<file path="src/rtl/fnd_scan_controller.sv">
// Scan controller for the 4-digit FND: double-buffered BCD word, blank/show slots per digit, frame-aligned updates.
// All outputs registered. Define FND_LEADING_ZERO_BLANK_EN to suppress enable on leading-zero digits.
module fnd_scan_controller #(
  parameter int DIGIT_CYCLES = 100000,
  parameter int BLANK_CYCLES = 1000
) (
  input  logic        i_clk,
  input  logic        i_reset,
  input  logic        i_run,
  input  logic [15:0] i_bcd,
  input  logic        i_load,
  output logic [1:0]  o_digitSelect,
  output logic [3:0]  o_value,
  output logic        o_en,
  output logic        o_frameStart,
  output logic        o_loadAck
);

  localparam int CW = (DIGIT_CYCLES > 1) ? $clog2(DIGIT_CYCLES) : 1;
  localparam logic [CW-1:0] BLANK_LAST = CW'(BLANK_CYCLES - 1);
  localparam logic [CW-1:0] DIGIT_LAST = CW'(DIGIT_CYCLES - 1);

  typedef enum logic [1:0] {IDLE, BLANK, SHOW} state_t;

  state_t        state, state_nxt;
  logic [15:0]   active, active_nxt;
  logic [15:0]   pending, pending_nxt;
  logic          pend_valid, pend_valid_nxt;
  logic [1:0]    digit, digit_nxt;
  logic [CW-1:0] slot_cnt, slot_cnt_nxt;
  logic          frame_start_nxt;
  logic          load_ack_nxt;
  logic          boundary;
  logic          apply;
  logic          digit_lit;

  always_comb begin
    boundary = (state == SHOW) && (digit == 2'd3) && (slot_cnt == DIGIT_LAST);
    apply    = boundary || (state == IDLE);

    active_nxt     = active;
    pending_nxt    = pending;
    pend_valid_nxt = pend_valid;
    load_ack_nxt   = 1'b0;
    // A load landing on the apply edge goes straight to active, superseding any pending value.
    if (apply) begin
      if (i_load) begin
        active_nxt     = i_bcd;
        pend_valid_nxt = 1'b0;
        load_ack_nxt   = 1'b1;
      end else if (pend_valid) begin
        active_nxt     = pending;
        pend_valid_nxt = 1'b0;
        load_ack_nxt   = 1'b1;
      end
    end else if (i_load) begin
      pending_nxt    = i_bcd;
      pend_valid_nxt = 1'b1;
    end

    state_nxt       = state;
    digit_nxt       = digit;
    slot_cnt_nxt    = slot_cnt + CW'(1);
    frame_start_nxt = 1'b0;
    if (!i_run) begin
      state_nxt    = IDLE;
      digit_nxt    = 2'd0;
      slot_cnt_nxt = '0;
    end else begin
      case (state)
        IDLE: begin
          state_nxt       = BLANK;
          digit_nxt       = 2'd0;
          slot_cnt_nxt    = '0;
          frame_start_nxt = 1'b1;
        end
        BLANK: begin
          if (slot_cnt == BLANK_LAST) state_nxt = SHOW;
        end
        SHOW: begin
          if (slot_cnt == DIGIT_LAST) begin
            state_nxt       = BLANK;
            slot_cnt_nxt    = '0;
            digit_nxt       = digit + 2'd1;
            frame_start_nxt = (digit == 2'd3);
          end
        end
        default: begin
          state_nxt    = IDLE;
          digit_nxt    = 2'd0;
          slot_cnt_nxt = '0;
        end
      endcase
    end
  end

`ifdef FND_LEADING_ZERO_BLANK_EN
  // Digit k stays dark while it and every more-significant nibble are zero; digit 0 always lit.
  always_comb begin
    digit_lit = 1'b1;
    case (digit_nxt)
      2'd1:    digit_lit = |active_nxt[15:4];
      2'd2:    digit_lit = |active_nxt[15:8];
      2'd3:    digit_lit = |active_nxt[15:12];
      default: digit_lit = 1'b1;
    endcase
  end
`else
  assign digit_lit = 1'b1;
`endif

  always_ff @(posedge i_clk) begin
    if (i_reset) begin
      state         <= IDLE;
      active        <= '0;
      pending       <= '0;
      pend_valid    <= 1'b0;
      digit         <= 2'd0;
      slot_cnt      <= '0;
      o_digitSelect <= 2'd0;
      o_value       <= 4'd0;
      o_en          <= 1'b0;
      o_frameStart  <= 1'b0;
      o_loadAck     <= 1'b0;
    end else begin
      state         <= state_nxt;
      active        <= active_nxt;
      pending       <= pending_nxt;
      pend_valid    <= pend_valid_nxt;
      digit         <= digit_nxt;
      slot_cnt      <= slot_cnt_nxt;
      o_digitSelect <= (state_nxt == IDLE) ? 2'd0 : digit_nxt;
      o_value       <= (state_nxt == IDLE) ? 4'd0 : active_nxt[{digit_nxt, 2'b00} +: 4];
      o_en          <= (state_nxt == SHOW) && digit_lit;
      o_frameStart  <= frame_start_nxt;
      o_loadAck     <= load_ack_nxt;
    end
  end

endmodule

</file>
<file path="config.mk">
export PLATFORM = sky130hd
export DESIGN_NAME = fnd_scan_controller
export DESIGN_NICKNAME = d
export VERILOG_FILES = /design/src/rtl/fnd_scan_controller.sv
export SDC_FILE = /design/constraint.sdc
export NUM_CORES = 1
export LEC_CHECK = 0
export BUFFER_PORTS_ARGS = -buffer_cell sky130_fd_sc_hd__buf_2
export CORE_ASPECT_RATIO = 0.6
export CORE_MARGIN = 10
export CORE_UTILIZATION = 40
export CTS_BUF_LIST = sky130_fd_sc_hd__clkbuf_8
export DETAILED_ROUTE_END_ITERATION = 16
export PLACE_DENSITY_LB_ADDON = 0.25
export SETUP_SLACK_MARGIN = 0.05
export SLEW_MARGIN = 30
export SYNTH_ARGS = -nofsm -noshare
export SYNTH_HDL_FRONTEND = slang
export SYNTH_SLANG_ARGS = --single-unit
</file>
<file path="constraint.sdc">
create_clock -name i_clk -period 3.53 [get_ports i_clk]
set_clock_uncertainty 0.2 [all_clocks]
set_input_delay 0.1765 -clock i_clk [delete_from_list [all_inputs] [get_ports i_clk]]
set_output_delay 0.1765 -clock i_clk [all_outputs]
set_load 0.01 [all_outputs]
</file>
==> flow_metrics.py <==
metrics = {
    "cells_and_area": {
        "layout-drive-gt1-share_pct": 15.89,
        "most-common-layout-cells": "dfxtp_1, nor2_1, nand2_1",
        "area_growth_pct": 17.56,
        "diodes": 0,
        "final_common_cell": "dfxtp_1",
        "final_core_util_pct": 48.68,
        "fin_nets": 406,
        "n_fill_cell": 707,
    },
    "logic_synthesis": {
        "syn_nets": 370,
        "synthCells": 344,
        "yosysTopAreaCellShare_pct": 41.74,
        "ys_seq_area_share_pct": 41.74,
        "syn_area_sq_um": 3022,
        "async_reset_ff_share_pct": 0,
        "synth_edf_count": 0,
        "syn_avg_cell_area_sq_um": 8.784,
        "yosys-top-cells-area": "dfxtp_1, nor2_1, nand2_1, a21oi_1, nand3_1",
        "yosysTopAreaCell": "dfxtp_1",
        "ys.flop_type": "dfxtp_1",
        "synth_cell_types": 62,
        "yosys_register_bits": 63,
        "yosysWarnings": 0,
    },
    "timing": {
        "slew_violations": 0,
        "setup_viol": 0,
        "max_freq_ghz": 0.3507,
        "slew_headroom_pct": 49.71,
        "hold_viol": 0,
        "rsz0062_at_grt": "no",
        "final.setup.tns_ns": 0,
        "timing.final.crit_share_pct": 80.78,
        "min_period_ns": 2.852,
        "worstMarginPinSlew_ns": 0.7543,
    },
    "global_route": {
        "overflow": 0,
        "grt_pass1_vias": 2451,
        "antenna_found_initial": 0,
        "grt.total_usage_pct": 14.00,
        "grt_pass1_wl_um": 13050,
        "grt_max_degree": 40,
    },
    "floorplan": {
        "die_area_sq_um": 11540,
        "rows": 24,
        "initial_utilization_pct": 41.41,
        "coreArea_sq_um": 7297,
        "die_x_um": 132.2,
        "die_height_um": 87.33,
        "ios": 29,
    },
    "worst_setup_path": {
        "startpoint": "state[1]",
        "timing.rr.start": "state[1]",
        "cp_slowest_cell": "ha_1",
        "reg2reg_slack_ns": 0.68,
        "worstSetupPathType": "flop to flop",
        "reg2reg_depth": 7,
        "cpPeakStageDelay_ns": 0.50,
        "critPathTopFamily": "simple AND/OR/NAND/NOR gates",
        "startpoint_type": "flop",
        "cp-end-kind": "flop",
        "r2r-end": "o_value[0]",
        "worstPathCellList": "ha_1 -> nand2_1 -> or2_1 -> nor2_1 -> o32ai_1 -> mux2_2 -> o22ai_2",
        "worstPathArrival_ns": 2.93,
        "cp.required_ns": 3.61,
        "critPathBufInv": 0,
        "cp_max_fo": 11,
    },
    "clock_network": {
        "cts_max_level": 3,
        "clk_pin_slew_ns": 0.07,
        "cts_buffer_depth": 2,
        "holdBufCountCts": 17,
        "worstSkewPairLatency_ns": 0.35,
        "cts.sinks": 63,
        "cts_setup_buffers": 0,
        "root_buffer": "clkbuf_8",
        "cts_tree": "yes",
        "cts_buffers": 9,
        "cts.repair.resized": 0,
    },
    "drt": {
        "wl_per_cell_um": 16.11,
        "wirelength_um": 7862,
        "drtAntennaViolNets": 0,
        "drt_iter0_markers": 274,
        "drc_errors": 0,
        "vias": 2703,
        "first_pass_iters": 5,
        "via_per_inst": 5.539,
    },
    "run_status": {
        "status": "complete, no violations",
    },
    "power": {
        "p_per_area_nw_per_um2": 414.5,
        "p_leak_nw": 1.344,
        "ir_drop_v": 0.0002567,
    },
    "worst_hold_path": {
        "whs_endpoint": "pending[14]",
        "min_from": "i_load",
        "min_path_cells": 3,
        "hold_path.class": "input pin to flop",
    },
    "placed_design": {
        "dp_hpwl_um": 5484,
        "portBuffers": 28,
        "gp_congestion": 0.7781,
    },
    "run": {
        "cap_violations": 0,
    },
}
==> layer usage <==
layer	GRT usage (%)	routed length, um	part of all wire, %
met1	21.30	4268	54
met2	17.60	2938	37
met3	4.954	586	7.5
met4	3.280	69	0.88
met5	0	0	0
==> how the worst max path moves through the flow <==
| stage | depth (start not counted) | slack, ns | endpoint |
|---|---|---|---|
| global placement | 7 | 0.78 | o_value[3] |
| floorplan | 10 | 1.22 | o_value[0] |
| CTS | 7 | 0.69 | o_value[3] |
| global route | 7 | 0.42 | o_value[0] |
| finish | 7 | 0.68 | o_value[0] |
| detailed placement | 7 | 0.70 | o_value[3] |
==> cell type report <==
| class | instances | area (sq um) | area share, % |
|---|---|---|---|
| clock buffer | 12 | 165.2 | 4.650 |
| clock inverter | 3 | 11.26 | 0.3170 |
| inverter | 7 | 26.28 | 0.7397 |
| multi-input combinational | 253 | 1640 | 46.18 |
| sequential | 63 | 1261 | 35.51 |
| tap | 104 | 130.1 | 3.663 |
| timing repair buffer | 46 | 317.8 | 8.947 |
==> flip-flops by register name (all words and copies together) (netlist names) <==
name and cells:
o_en 1, state 2, pending 16, o_frameStart 1, digit 2, active 16
o_loadAck 1, slot_cnt 17, o_value 4, o_digitSelect 2, pend_valid 1
==> Yosys cell counts (2+ instances only) <==
library cell	n
o32ai_1	4
nor3b_1	7
nand3_1	19
nand3b_1	3
and3_1	2
inv_1	6
nand4_1	8
nor3_1	9
buf_4	2
dfxtp_1	63
a21oi_1	21
o22ai_1	4
or3_1	2
xnor2_1	5
and4_1	2
o221ai_1	9
xor2_1	10
mux2_2	4
clkbuf_1	12
nor2_1	53
mux2i_1	3
buf_2	6
ha_1	6
o21ai_0	14
o21a_1	2
nand2_1	29
a22o_1	4
==> worst reg2reg max path: cells and delay by family, from the launching register on <==
family / cells / cell delay, ns
mux: 1 / 0.32
simple gates: 3 / 1.01
fa+ha+maj: 1 / 0.50
flops: 1 / 0.43
compound gates: 2 / 0.32
==> stage by stage <==
stage / setup slack (ns) / power (W) / instance area (sq um) / hold slack, ns / std cells
global placement: 0.7825 / 0.0009061 / 3206 / 0.2310 / 456
global route: 0.4210 / 0.001542 / 3552 / 0.1766 / 488
floorplan: 1.216 / 0.0008593 / 3022 / 0.09295 / 344
CTS: 0.6925 / 0.001486 / 3552 / 0.1460 / 488
finish: 0.6783 / 0.001472 / 3552 / 0.1586 / 488
detailed placement: 0.6985 / 0.0009085 / 3206 / 0.2418 / 456
==> report_power, final <==
part | leakage (nW) | internal [W] | switching (W)
logic | 0.729 | 0.0000677 | 0.0000922
clock network | 0.102 | 0.000301 | 0.000263
registers | 0.514 | 0.000737 | 0.0000113
total | 1.34 | 0.00111 | 0.000366
==> cell families (layout without fill, tap and decap cells) <==
group,Yosys count,in the layout,share of synthesized area (%)
and+or+nand+nor,146,146,24.02
AOI/OAI and AO/OA,79,79,20.95
DFF,63,63,41.74
buffers and inverters,28,68,3.975
xor gates and xnor gates,15,15,4.348
muxes,7,7,2.484
adders and majority gates,6,6,2.484
Note: power is estimated with default switching activity, not from simulation.
